==> config.mk <==
export PLATFORM = sky130hd
export DESIGN_NAME = icap_cfg_seq
export DESIGN_NICKNAME = d
export VERILOG_FILES = /design/src/rtl/icap_cfg_seq_pkg.sv /design/src/rtl/icap_cfg_seq.sv
export SDC_FILE = /design/constraint.sdc
export NUM_CORES = 1
export LEC_CHECK = 0
export ABC_AREA = 1
export CORE_MARGIN = 5
export CORE_UTILIZATION = 45
export CTS_CLUSTER_DIAMETER = 50
export DETAILED_ROUTE_END_ITERATION = 10
export PLACE_DENSITY = 0.78
export SLEW_MARGIN = 20
export SYNTH_ARGS = -nofsm -noshare
export SYNTH_HDL_FRONTEND = slang
export SYNTH_SLANG_ARGS = --single-unit
==> constraint.sdc <==
create_clock -name clk -period 4.1 [get_ports clk]
set_input_delay 0.615 -clock clk [delete_from_list [all_inputs] [get_ports clk]]
set_output_delay 0.615 -clock clk [all_outputs]
set_load 0.01 [all_outputs]
==> src/rtl/icap_cfg_seq_pkg.sv <==
// icap_cfg_pkg: shared types and constants for the ICAPE2 configuration
// sequencer (icap_cfg_seq).
//   state_t      sequencer states
//   DUMMY..DES1  fixed script words of the configuration frame
//   HDR_*        type-1 header bases and the register-address shift
//   bitrev8x4    per-byte bit reversal used on the ICAP data buses
package icap_cfg_pkg;

  typedef enum logic [2:0] {
    IDLE, PRE, WDAT, RTURN, RWAIT, RBACK, POST, DONE
  } state_t;

  localparam logic [31:0] DUMMY = 32'hFFFF_FFFF;
  localparam logic [31:0] SYNC  = 32'hAA99_5566;
  localparam logic [31:0] NOOP  = 32'h2000_0000;
  localparam logic [31:0] DES0  = 32'h3000_8001;  // write CMD register
  localparam logic [31:0] DES1  = 32'h0000_000D;  // DESYNC command

  localparam logic [31:0] HDR_WR_BASE = 32'h3000_0001;
  localparam logic [31:0] HDR_RD_BASE = 32'h2800_0001;
  localparam int          HDR_ADDR_SH = 13;

  // ICAPE2 expects bit 0 of each byte on the MSB of that byte lane.
  function automatic logic [31:0] bitrev8x4(input logic [31:0] w);
    logic [31:0] r;
    r = '0;
    for (int b = 0; b < 4; b++)
      for (int k = 0; k < 8; k++)
        r[8*b + k] = w[8*b + 7 - k];
    return r;
  endfunction

endpackage

==> src/rtl/icap_cfg_seq.sv <==
// icap_cfg_seq: drives an ICAPE2 (32-bit) through a complete configuration
// frame for one register read or write per request.
//
// Build option: define ICAP_CFG_SEQ_READ_EN to include the readback path.
// Without it, read requests are rejected with an err pulse, rdata is 0 and
// icap_rdwrb is held at 0.
//
// Ports:
//   clk, rst_n         clock (also ICAPE2 CLK), async active-low reset
//   req_valid/ready    request handshake; ready only in IDLE after START_DLY
//   req_wr/addr/wdata  1=write/0=read, config register address, write data
//   done               one-cycle pulse at end of operation
//   rdata              read result, held until the next read completes
//   err                one-cycle pulse when a request is rejected
//   icap_csib/rdwrb/i  registered drives to the ICAPE2
//   icap_o             ICAPE2 readback data
module icap_cfg_seq
  import icap_cfg_pkg::*;
#(
  parameter int START_DLY = 2048,
  parameter int READ_LAT  = 3
) (
  input  logic        clk,
  input  logic        rst_n,
  input  logic        req_valid,
  output logic        req_ready,
  input  logic        req_wr,
  input  logic [4:0]  req_addr,
  input  logic [31:0] req_wdata,
  output logic        done,
  output logic [31:0] rdata,
  output logic        err,
  output logic        icap_csib,
  output logic        icap_rdwrb,
  output logic [31:0] icap_i,
  input  logic [31:0] icap_o
);

  localparam int CW = (START_DLY > 1) ? $clog2(START_DLY) : 1;

  logic [CW-1:0] dly_cnt;
  logic          start_done;
  state_t        state;
  logic [3:0]    idx;
  logic          wr_q;
  logic [4:0]    addr_q;
  logic [31:0]   wdata_q;
  logic [31:0]   hdr;
  logic [31:0]   word;
  logic          accept;
  logic          pre_last;

  assign start_done = (dly_cnt == CW'(START_DLY - 1));
  assign accept     = req_valid && req_ready;
  assign hdr        = (wr_q ? HDR_WR_BASE : HDR_RD_BASE) | (32'(addr_q) << HDR_ADDR_SH);
  // A read carries two extra NOOPs after the header before bus turnaround.
  assign pre_last   = wr_q ? (idx == 4'd4) : (idx == 4'd6);

  // Start-delay counter: saturates, restarts only on reset.
  always_ff @(posedge clk or negedge rst_n) begin
    if (!rst_n)           dly_cnt <= '0;
    else if (!start_done) dly_cnt <= dly_cnt + 1'b1;
  end

  // Script word for the current state/index; registered by the FSM below,
  // so the bus trails the state by one cycle.
  always_comb begin
    word = NOOP;
    case (state)
      PRE: begin
        case (idx)
          4'd0:    word = DUMMY;
          4'd1:    word = SYNC;
          4'd4:    word = hdr;
          default: word = NOOP;
        endcase
      end
      WDAT:    if (idx == 4'd0) word = wdata_q;
      POST: begin
        case (idx)
          4'd0:    word = DES0;
          4'd1:    word = DES1;
          default: word = NOOP;
        endcase
      end
      default: word = NOOP;
    endcase
  end

`ifndef ICAP_CFG_SEQ_READ_EN
  logic unused_rd;
  assign unused_rd  = ^{icap_o, 4'(READ_LAT)};
  assign rdata      = '0;
  assign icap_rdwrb = 1'b0;
`endif

  always_ff @(posedge clk or negedge rst_n) begin
    if (!rst_n) begin
      state      <= IDLE;
      idx        <= '0;
      wr_q       <= 1'b0;
      addr_q     <= '0;
      wdata_q    <= '0;
      req_ready  <= 1'b0;
      done       <= 1'b0;
      err        <= 1'b0;
      icap_csib  <= 1'b1;
      icap_i     <= '0;
`ifdef ICAP_CFG_SEQ_READ_EN
      icap_rdwrb <= 1'b0;
      rdata      <= '0;
`endif
    end else begin
      done <= 1'b0;
      err  <= 1'b0;
      case (state)
        IDLE: begin
          icap_csib <= 1'b1;
          icap_i    <= '0;
          idx       <= '0;
`ifdef ICAP_CFG_SEQ_READ_EN
          icap_rdwrb <= 1'b0;
`endif
          if (accept) begin
            req_ready <= 1'b0;
            wr_q      <= req_wr;
            addr_q    <= req_addr;
            wdata_q   <= req_wdata;
`ifdef ICAP_CFG_SEQ_READ_EN
            state     <= PRE;
`else
            // Reads are not built in: reject, stay idle, reopen next cycle.
            if (req_wr) state <= PRE;
            else        err   <= 1'b1;
`endif
          end else begin
            req_ready <= start_done;
          end
        end
        PRE: begin
          icap_csib <= 1'b0;
          icap_i    <= bitrev8x4(word);
          if (pre_last) begin
            idx   <= '0;
            state <= wr_q ? WDAT : RTURN;
          end else begin
            idx <= idx + 4'd1;
          end
        end
        WDAT: begin
          icap_csib <= 1'b0;
          icap_i    <= bitrev8x4(word);
          if (idx == 4'd2) begin
            idx   <= '0;
            state <= POST;
          end else begin
            idx <= idx + 4'd1;
          end
        end
`ifdef ICAP_CFG_SEQ_READ_EN
        RTURN: begin
          // Deselect while flipping direction.
          icap_csib  <= 1'b1;
          icap_rdwrb <= 1'b1;
          icap_i     <= '0;
          idx        <= '0;
          state      <= RWAIT;
        end
        RWAIT: begin
          icap_csib <= 1'b0;
          icap_i    <= '0;
          if (idx == 4'(READ_LAT - 1)) begin
            idx   <= '0;
            state <= RBACK;
          end else begin
            idx <= idx + 4'd1;
          end
        end
        RBACK: begin
          icap_csib <= 1'b1;
          icap_i    <= '0;
          if (idx == 4'd0) begin
            // This edge closes the last CSIB-low read cycle.
            rdata <= bitrev8x4(icap_o);
            idx   <= 4'd1;
          end else begin
            icap_rdwrb <= 1'b0;
            idx        <= '0;
            state      <= POST;
          end
        end
`endif
        POST: begin
          icap_csib <= 1'b0;
          icap_i    <= bitrev8x4(word);
          if (idx == 4'd3) begin
            idx   <= '0;
            state <= DONE;
          end else begin
            idx <= idx + 4'd1;
          end
        end
        DONE: begin
          icap_csib <= 1'b1;
          icap_i    <= '0;
          done      <= 1'b1;
          req_ready <= 1'b1;
          state     <= IDLE;
        end
        default: state <= IDLE;
      endcase
    end
  end

endmodule
# == Word level (Yosys, flattened, before mapping) ==
# Index checks and enable logic that the tools add are counted.
# word_totals
reg_bits,92
latchBits,0
ramBits,0
romBits,0
input_bits,73
output_inout_bits,69
elab_cells,64
memories,0
# classes
n_addsub,2
n_mul,0
div,0
order_cmp,0
eq_ne,15
shift,0
n_mux,25
n_bitwise,1
reduce_logical,10
# ops
operator,count
32-bit one-hot mux with 2 select lines,2
32-bit one-hot mux with 3 select lines,1
30-bit one-hot mux with 2 select lines,1
32-bit two-way mux,1
30-bit by 18-bit bitwise OR with 30-bit output,1
29-bit two-way mux,1
4-bit one-hot mux with 4 select lines,1
3-bit two-way mux,5
4-bit two-way mux,3
3-bit one-hot mux with 4 select lines,1
11-bit by 1-bit adder with 11-bit output (second input constant),1
11-bit == test (second input constant),1
2-bit inequality test (second input constant),5
4-bit by 2-bit == test with 1-bit output (second input constant),2
4-bit by 3-bit == test with 1-bit output (second input constant),2
1-bit two-way mux,7
3-bit == test (second input constant),2
5-bit AND reduction,1
4-bit by 1-bit adder with 4-bit output (second input constant),1
4-bit by 1-bit == test with 1-bit output (second input constant),1
4-bit zero test,1
1-bit one-hot mux with 2 select lines,2
2-bit nonzero test,2
4-bit nonzero test,1
7 further kinds,7

# == Depth between registers and ports, before layout ==
# Gate-level depths: netlist of run 1.
# logic_depth
depth_word,5
mapped_depth,9
mapped_depth_nobuf,9

# == Worst setup path before layout of run 1 ==
# No wires, ideal clock.
# synth_timing
path_type,register to register
startpoint,register idx[0]
endpoint,register icap_i[5]
setup_time_ps,116
arrival_ps,1362
required_time_ps,3984
setup_slack_ps,2622
stages_incl_launch_ff,8
n_path_buf,1
period_less_slack_ps,1478
cell_sequence,dfrtp_1 -> inv_1 -> ha_1 -> o21ai_1 -> a21oi_2 -> buf_6 -> nand2_1 -> nand2_1
# synth_via
elab_chain_len,4
elab_cells_between_ends,8
classes_between,eq/ne: 2; mux: 5; reduce/logical: 1
# synth_rtl
item,line,rtl
from (decl),icap_cfg_seq.sv:44,logic [3:0] idx;
from (signal assigned),icap_cfg_seq.sv:147,idx <= idx + 4'd1;
from (signal assigned),icap_cfg_seq.sv:157,idx <= idx + 4'd1;
from (signal assigned),icap_cfg_seq.sv:200,idx <= idx + 4'd1;
4-bit by 3-bit == test with 1-bit output (tied with other cells),icap_cfg_seq.sv:71,case (idx)
32-bit one-hot mux with 3 select lines (tied with other cells),icap_cfg_seq.sv:71,
32-bit one-hot mux with 2 select lines (*),icap_cfg_seq.sv:69,case (state)
32-bit one-hot mux with 2 select lines (*),icap_cfg_seq.sv:116,case (state)
to (signal assigned),icap_cfg_seq.sv:142,icap_i <= bitrev8x4(word);
to (signal assigned),icap_cfg_seq.sv:152,icap_i <= bitrev8x4(word);
to (signal assigned),icap_cfg_seq.sv:195,icap_i <= bitrev8x4(word);
to (decl),icap_cfg_seq.sv:35,"output logic [31:0] icap_i,"
# Mark *: on every way between the ends. The rest lies on a longest branch, timed or not.
# A chain may end at the register's enable or synchronous reset.

# == Worst setup path after layout of run 1 ==
# layout_timing
startpoint,input req_valid
endpoint,register wr_q
# layout_via
elab_chain_len,2
# layout_rtl
item,line,rtl
from (decl),icap_cfg_seq.sv:25,"input logic req_valid,"
1-bit logical AND,icap_cfg_seq.sv:54,assign accept = req_valid && req_ready;
2-bit AND reduction (no source line),n/a,
to (signal assigned),icap_cfg_seq.sv:126,wr_q <= req_wr;
to (decl),icap_cfg_seq.sv:45,logic wr_q;
# No other way between the ends.

==> impl_metrics.toml, run 1 <==
[synthesis]
synth_cell_types = 32
async_flop_share = 1.00
avgSynthCellArea_sq_um = 8.24
yosysSeqAreaShare = 0.512
synth_cells = 546
synth_seq_cells = 92
ys_warn_count = 0
synth_area_sq_um = 4500
synth_edf_count = 0
synth_top_flop_cell = "dfrtp_1"

[global_route]
grt_pass1_wl_microns = 17300
use_met1 = 0.248
grt_pass1_vias = 3685
antenna_found_initial = 0
grt_usage = 0.180
use_met2 = 0.284
grt_util_met3 = 0.0315
grt_overflow = 0
grt_max_degree = 62
top_usage_layer = "met2"

[power]
swShare = 0.433
total_power_mw = 3.79
p_leak_nw = 2.66
switchingPower_mw = 1.64
p_clk_frac = 0.146
power.density_nw_per_um2 = 708
p_seq_frac = 0.393
ir_drop_mv = 0.380
p_comb_frac = 0.461
p_int_mw = 2.14

[floorplanning]
initial_core_util = 0.460
die-area_sq_um = 12100
die_w_microns = 110
io-pin-count = 142
die_y_microns = 110
core_region_area_sq_um = 9770
rows = 36

[clock_network]
clkLatencyLatePin_ns = 0.37
cts_max_level = 3
cts_sinks = 92
cts.repair.resized = 0
clockBufferDepth = 2
cts.root.buffer_cell = "clkbuf_8"
clkTransAtPathRegs_ns = 0.09
cts_buffers = 9
post_cts_buffers = 0
cts_tree = "done"
cts_hold_buf = 0

[timing]
hold_viol_final = 0
slew_violations = 0
fin_setup_tns_ns = 0
finalSetupViolCount = 0
max_slew_margin = 0.345
rsz0062_at_grt = "no"
fin_crit_ns = 2.69
clock.fmax_mhz = 371
fin_skew_ns = 0.0145
fin_crit_sh = 0.657
fin_ws_ns = 1.41
tightest_slew_ns = 0.976

[flow_run]
cap_violations = 0

[worst_setup_path]
required_ns = 4.38
worstSetupPathType = "in -> reg"
worstSetupStartpointType = "input pin"
path_cells = "clkdlybuf4s50_1 -> nand2_1 -> clkinv_1 -> nand2_4 -> nor2_1 -> a21oi_1"
path_buf_inv = 2
slowest_delay_ns = 0.79
path_delay_family = "buffers and inverters"
slowest_stage = "nand2_4"
arrival_ns = 2.97
cp_max_fo = 45
endpoint_kind = "register"

[final_layout]
fin_nets = 690
final_common_cell = "nand2_1"
final_util = 0.547
area_growth_pct = 18.8
layout-drive-gt1-share = 0.0648
fillers = 911
final_cell_mix = "nand2_1 (206), dfrtp_1 (91), clkdlybuf4s50_1 (75)"
fin_area_sq_um = 5350
antenna_cells = 0

[min_path]
hold_class = "in -> async"

[placement]
dpl.hpwl_microns = 7410
pre_cts_ws_ns = 1.06
dpl-instance-area_sq_um = 5170
place_congestion = 0.909
port-buffer-count = 76

[route]
wire_per_inst_microns = 14.0
vias_per_cell = 5.01
firstDrtPassIters = 4
totalWireLength_microns = 10500
ant_nets = 0
drtIter0Drc = 175
vias = 3754
drc = 0

[run_status]
status = "finished clean"
[routing by layer]
layer / share of wire / routed length (microns) / vias to the layer above
met5: 0 / 0 / -
met3: 0.064 / 671 / 23
met2: 0.47 / 4990 / 142
met1: 0.44 / 4650 / 1780
met4: 0.021 / 221 / 0
li1: - / - / 1809
[per-stage QoR]
step | std cells | hold slack [ns]
after CTS | 750 | 0.331
after global routing | 750 | 0.367
after detailed placement | 734 | 0.452
after floorplan | 578 | 0.319
final | 750 | 0.305
after global placement | 734 | 0.436
[synth_stat cells (2+ instances only)]
master | instances | area, sq um
nand2_1 | 206 | 773
dfrtp_1 | 91 | 2280
nand3_1 | 55 | 275
buf_4 | 38 | 285
o21ai_0 | 35 | 175
nor2_1 | 22 | 82.6
a21oi_1 | 21 | 105
inv_1 | 20 | 75.1
buf_2 | 7 | 35.0
clkbuf_1 | 6 | 22.5
ha_1 | 5 | 62.6
buf_6 | 4 | 45.0
nand2_2 | 4 | 25.0
o21ai_1 | 4 | 20.0
or2_2 | 4 | 25.0
inv_2 | 3 | 11.3
nand2_4 | 2 | 22.5
nand4_1 | 2 | 12.5
nor2_4 | 2 | 22.5
nor3_1 | 2 | 10.0
xor2_1 | 2 | 17.5
[kinds of logic (layout without fill, tap and decap cells)]
family	count (synthesis)	in the layout	synth area share
flops	92	92	0.512
compound gates	64	64	0.0759
xor+xnor	3	3	0.00584
simple gates	302	302	0.285
buf+inv	79	118	0.106
fa+ha+maj	5	5	0.0139
other cells	1	33	0.000834
[state kept, by name (all words and copies together) (netlist names)]
signal,cells
dly_cnt,11
state,3
req_ready,1
icap_csib,1
idx,4
icap_i,32
done,1
wr_q,1
err,1
wdata_q,32
addr_q,5
[power by group through the flow]
stage	Clock (mW)	Combinational (mW)	Sequential [mW]
after floorplan	0	1.17	1.51
after global placement	0	1.70	1.49
after detailed placement	0	1.74	1.50
after CTS	0.564	1.75	1.49
after global routing	0.598	1.96	1.53
final	0.552	1.74	1.49
[final timing paths]
path | start | end | slack [ns] | cells after the start
worst max-delay path | req_valid | wr_q | 1.41 | 6
worst min-delay path | rst_n | icap_i[13] | 0.30 | 1
worst max register to register | req_ready | wr_q | 1.65 | 5
worst min register to register | dly_cnt[10] | dly_cnt[10] | 0.48 | 2
max in group asynchronous | rst_n | icap_csib | 2.86 | 2
min in group clk | dly_cnt[10] | dly_cnt[10] | 0.48 | 2
[final cells by class]
type	count	area (sq um)	area share
tap	133	166	0.0311
clock inverter	7	51.3	0.00960
clock buffer	9	124	0.0232
timing repair buffer	78	773	0.145
multi-input combinational	407	1840	0.344
inverter	24	90.1	0.0169
sequential	92	2300	0.431
(Power assumes the default switching activity.)
==> inputs of run 2 (changes only) <==
CORE_UTILIZATION = 42   (was 45)
PLACE_DENSITY = 0.76   (was 0.78)
clock period = 2.19 ns   (was 4.1 ns; I/O delays follow)
==> impl_metrics.toml, run 2 (synthesized netlist as in run 1, its figures left out) <==
[run_status]
status = "finished clean"

[route]
drc = 0
firstDrtPassIters = 4
totalWireLength_microns = 10800
vias_per_cell = 4.91
ant_nets = 0
drtIter0Drc = 195
vias = 3733
wire_per_inst_microns = 14.2

[placement]
port-buffer-count = 76
dp.cells = 742
dpl.hpwl_microns = 7590
dpl-instance-area_sq_um = 5220
place_congestion = 0.901

[floorplanning]
die_y_microns = 113
die_w_microns = 113
io-pin-count = 142
core_region_area_sq_um = 10400
die-area_sq_um = 12900
rows = 37
initial_core_util = 0.434

[min_path]
hold_class = "in -> async"

[timing]
fin_crit_ns = 2.05
fin_skew_ns = 0.0174
hold-worst-slack_ns = 0.395
hold_viol_final = 0
finalSetupViolCount = 0
clock.fmax_mhz = 487
slew_violations = 0
fin_crit_sh = 0.938
rsz0062_at_grt = "no"
fin_setup_tns_ns = 0
tightest_slew_ns = 0.822
max_slew_margin = 0.451

[final_layout]
layout-drive-gt1-share = 0.0737
top_regs = "icap_i x32, wdata_q x32, dly_cnt x11"
antenna_cells = 0
fin_area_sq_um = 5450
fin_nets = 697
final_cells = 760
final_cell_mix = "nand2_1 (206), dfrtp_1 (91), clkdlybuf4s50_1 (75)"
area_growth_pct = 21.2
final_common_cell = "nand2_1"

[power]
p_leak_nw = 2.71
p_int_mw = 4.20
total_power_mw = 7.38
switchingPower_mw = 3.18
ir_drop_mv = 0.644
p_clk_frac = 0.163
power.density_nw_per_um2 = 1350
swShare = 0.431
p_seq_frac = 0.379
p_comb_frac = 0.458

[global_route]
antenna_found_initial = 0
grt_max_degree = 55
grt_overflow = 0
grt_usage = 0.168
grt_pass1_wl_microns = 17700
grt_pass1_vias = 3677

[clock_network]
cts.repair.resized = 0
clockBufferDepth = 2
clkTransAtPathRegs_ns = 0.11
cts_sinks = 92
post_cts_buffers = 0
cts.root.buffer_cell = "clkbuf_8"
clkLatencyLatePin_ns = 0.36
cts_buffers = 9
cts_tree = "done"
cts_max_level = 3

[worst_setup_path]
r2r-end = "icap_i[12]"
r2r_start = "state[0]"
worstSetupPathType = "reg -> reg"
worstSetupStartpointType = "register"
arrival_ns = 2.34
cp_max_fo = 16
endpoint_kind = "register"
r2r_slack_ns = 0.14
required_ns = 2.47
worst_r2r_path_depth = 6

[flow_run]
cap_violations = 0
-- run 2: what timing repair did --
action | 4_1_cts | 5_1_grt
endpoints found under the setup margin | 0 | 8
hold endpoints to repair | 16 | 0
hold buffers | 1 | 0
-- run 2: critical path, stage by stage (launching register included) --
cell     delay (ns)
dfrtp_1        0.42
inv_2          0.10
nand2_1        0.33
o21ai_4        0.22
nor2_2         0.70
nand2_1        0.12
o21ai_0        0.12
-- run 2: layout make-up --
type | instances | area, sq um
fill | 982 | 4920
sequential | 92 | 2300
multi-input combinational | 408 | 1840
timing repair buffer | 84 | 833
tap | 136 | 170
clock buffer | 9 | 124
inverter | 24 | 90.1
clock inverter | 7 | 87.6
-- run 2: metrics by stage --
stage | setup WS (ns) | utilization
after floorplan | 0.712 | -
after global placement | 0.303 | 0.504
after CTS | 0.172 | 0.525
after global routing | 0.00361 | 0.526
after detailed placement | 0.211 | 0.504
final | 0.137 | 0.526
-- run 2: layer usage --
metal  up-vias  global-route usage  wire length [microns]
met5         -                   0                      0
li1       1820                   -                      -
met1      1770               0.232                   4870
met4         0              0.0489                    136
met3        13              0.0329                    754
met2       130               0.271                   5030
-- run 2: worst max-delay path by stage --
stage,startpoint,endpoint,slack (ns),cells after the start
2_1_floorplan,idx[0],icap_i[5],0.71,7
3_3_place_gp,state[0],icap_i[12],0.30,6
3_5_place_dp,state[0],icap_i[12],0.21,6
4_1_cts,state[0],icap_i[6],0.17,6
5_1_grt,state[0],icap_i[12],0.004,6
6_report,state[0],icap_i[12],0.14,6
-- run 2: power groups by stage --
| stage | Combinational [mW] | Clock [mW] | Sequential, mW |
|---|---|---|---|
| 2_1_floorplan | 2.20 | 0 | 2.82 |
| 3_3_place_gp | 3.21 | 0 | 2.80 |
| 3_5_place_dp | 3.30 | 0 | 2.82 |
| 4_1_cts | 3.33 | 1.24 | 2.79 |
| 5_1_grt | 3.83 | 1.32 | 2.87 |
| 6_report | 3.38 | 1.21 | 2.80 |
==> inputs of run 3 (changes only) <==
clock period = 1.71 ns   (was 2.19 ns; I/O delays follow)
==> impl_metrics.toml, run 3 (synthesized netlist as in run 1, its figures left out) <==
[run_status]
status = "finished clean"

[worst_setup_path]
worstSetupStartpointType = "register"
slowest_delay_ns = 0.56
path_buf_inv = 1
r2r_slack_ns = 0.13
arrival_ns = 1.33
crit_cells = 1
path_delay_family = "buffers and inverters"
worstSetupPathType = "reg -> out"
r2r-end = "icap_i[31]"
endpoint_kind = "output port"
worst_r2r_path_depth = 6
path_cells = "clkdlybuf4s50_1"
slowest_stage = "clkdlybuf4s50_1"
required_ns = 1.45
cp_max_fo = 3
r2r_start = "state[1]"

[placement]
place_congestion = 0.890
dpl-instance-area_sq_um = 5310
pre_cts_ws_ns = -0.0159
dpl.hpwl_microns = 7800
port-buffer-count = 76
dp.cells = 750

[final_layout]
layout-drive-gt1-share = 0.0916
fin_area_sq_um = 5570
top_regs = "icap_i x32, wdata_q x32, dly_cnt x11"
area_growth_pct = 23.8
multi_input_area_sq_um = 1860
final_common_cell = "nand2_1"
antenna_cells = 0
final_cells = 769
fin_nets = 706
fillers = 989
final_cell_mix = "nand2_1 (205), dfrtp_1 (91), clkdlybuf4s50_1 (74)"
seq_area_sq_um = 2300

[global_route]
grt_usage = 0.170
grt_max_degree = 60
grt_pass1_wl_microns = 17900
grt_overflow = 0
antenna_found_initial = 0
grt_pass1_vias = 3712

[floorplanning]
die_w_microns = 113
die-area_sq_um = 12900
rows = 37
initial_core_util = 0.434
io-pin-count = 142
core_region_area_sq_um = 10400
die_y_microns = 113

[power]
p_seq_frac = 0.370
swShare = 0.426
p_int_mw = 5.59
power.density_nw_per_um2 = 1750
p_leak_nw = 2.77
p_clk_frac = 0.157
ir_drop_mv = 0.770
switchingPower_mw = 4.15
p_comb_frac = 0.473

[route]
vias = 3757
wl_met2_microns = 5180
drc = 0
vias_per_cell = 4.89
wire_per_inst_microns = 14.2
firstDrtPassIters = 5
drtIter0Drc = 249
highest_layer = "met4"
wl_met1_microns = 4880
routed-wl-met3_microns = 740
totalWireLength_microns = 11000
ant_nets = 0

[timing]
hold_viol_final = 0
fin_crit_sh = 0.931
slew_violations = 0
fin_crit_ns = 1.59
finalSetupViolCount = 0
hold-worst-slack_ns = 0.243
rsz0062_at_grt = "no"
fin_skew_ns = 0.0115
clock.fmax_mhz = 628
fin_setup_tns_ns = 0
fin_ws_ns = 0.119

[clock_network]
clkTransAtPathRegs_ns = 0.09
cts_buffers = 9
clockBufferDepth = 2
cts_max_level = 3
clkLatencyLatePin_ns = 0.37
cts_sinks = 92
cts_tree = "done"
cts.root.buffer_cell = "clkbuf_8"

[min_path]
hold_class = "in -> async"

[flow_run]
cap_violations = 0
-- run 3: cell types whose count changed in the layout (fill, tap and decap cells not counted), moves of 2 or more --
| cell | previous run | this run |
|---|---|---|
| o21ai_1 | 4 | 7 |
| buf_4 | 7 | 13 |
| buf_12 | 1 | 4 |
| clkinvlp_4 | 0 | 2 |
| o21ai_0 | 35 | 32 |
-- run 3: metrics by stage --
step           power [mW]  utilization
3_3_place_gp         7.83        0.512
3_5_place_dp         7.99        0.512
6_report             9.74        0.537
2_1_floorplan        6.42            -
4_1_cts              9.64        0.535
5_1_grt              10.5        0.537
-- run 3: layout make-up --
cell class / count / share of cell area
Inverter: 24 / 0.0162
Clock buffer: 9 / 0.0222
Timing Repair Buffer: 93 / 0.168
Multi-Input combinational cell: 408 / 0.334
Sequential cell: 92 / 0.414
Tap cell: 136 / 0.0305
Clock inverter: 7 / 0.0148
-- run 3: per-layer routing --
layer | vias up | GRT usage
li1 | 1843 | -
met4 | 0 | 0.0441
met3 | 14 | 0.0398
met1 | 1760 | 0.234
met5 | - | 0
met2 | 140 | 0.271
-- run 3: worst max-delay path by stage --
stage                    from         end  slack (ns)
floorplan              idx[0]   icap_i[5]        0.23
global placement     state[0]   icap_i[5]        0.06
detailed placement   state[0]  icap_i[31]       -0.02
CTS                    idx[0]  icap_i[28]        0.06
global route           idx[0]      idx[3]       0.003
finish              req_ready   req_ready        0.12
-- run 3: power groups by stage --
stage | sequential [mW] | combinational, mW | clock [mW]
floorplan | 3.61 | 2.81 | 0
global placement | 3.59 | 4.24 | 0
finish | 3.61 | 4.61 | 1.52
detailed placement | 3.62 | 4.37 | 0
CTS | 3.59 | 4.50 | 1.56
global route | 3.69 | 5.18 | 1.64
-- run 3: timing repair --
action,CTS,global route
endpoints found under the hold margin,80,0
setup buffers,0,1
resized for setup,3,6
gates cloned,1,0
pin swaps,1,2
hold buffers,1,0
endpoints found under the setup margin,8,27
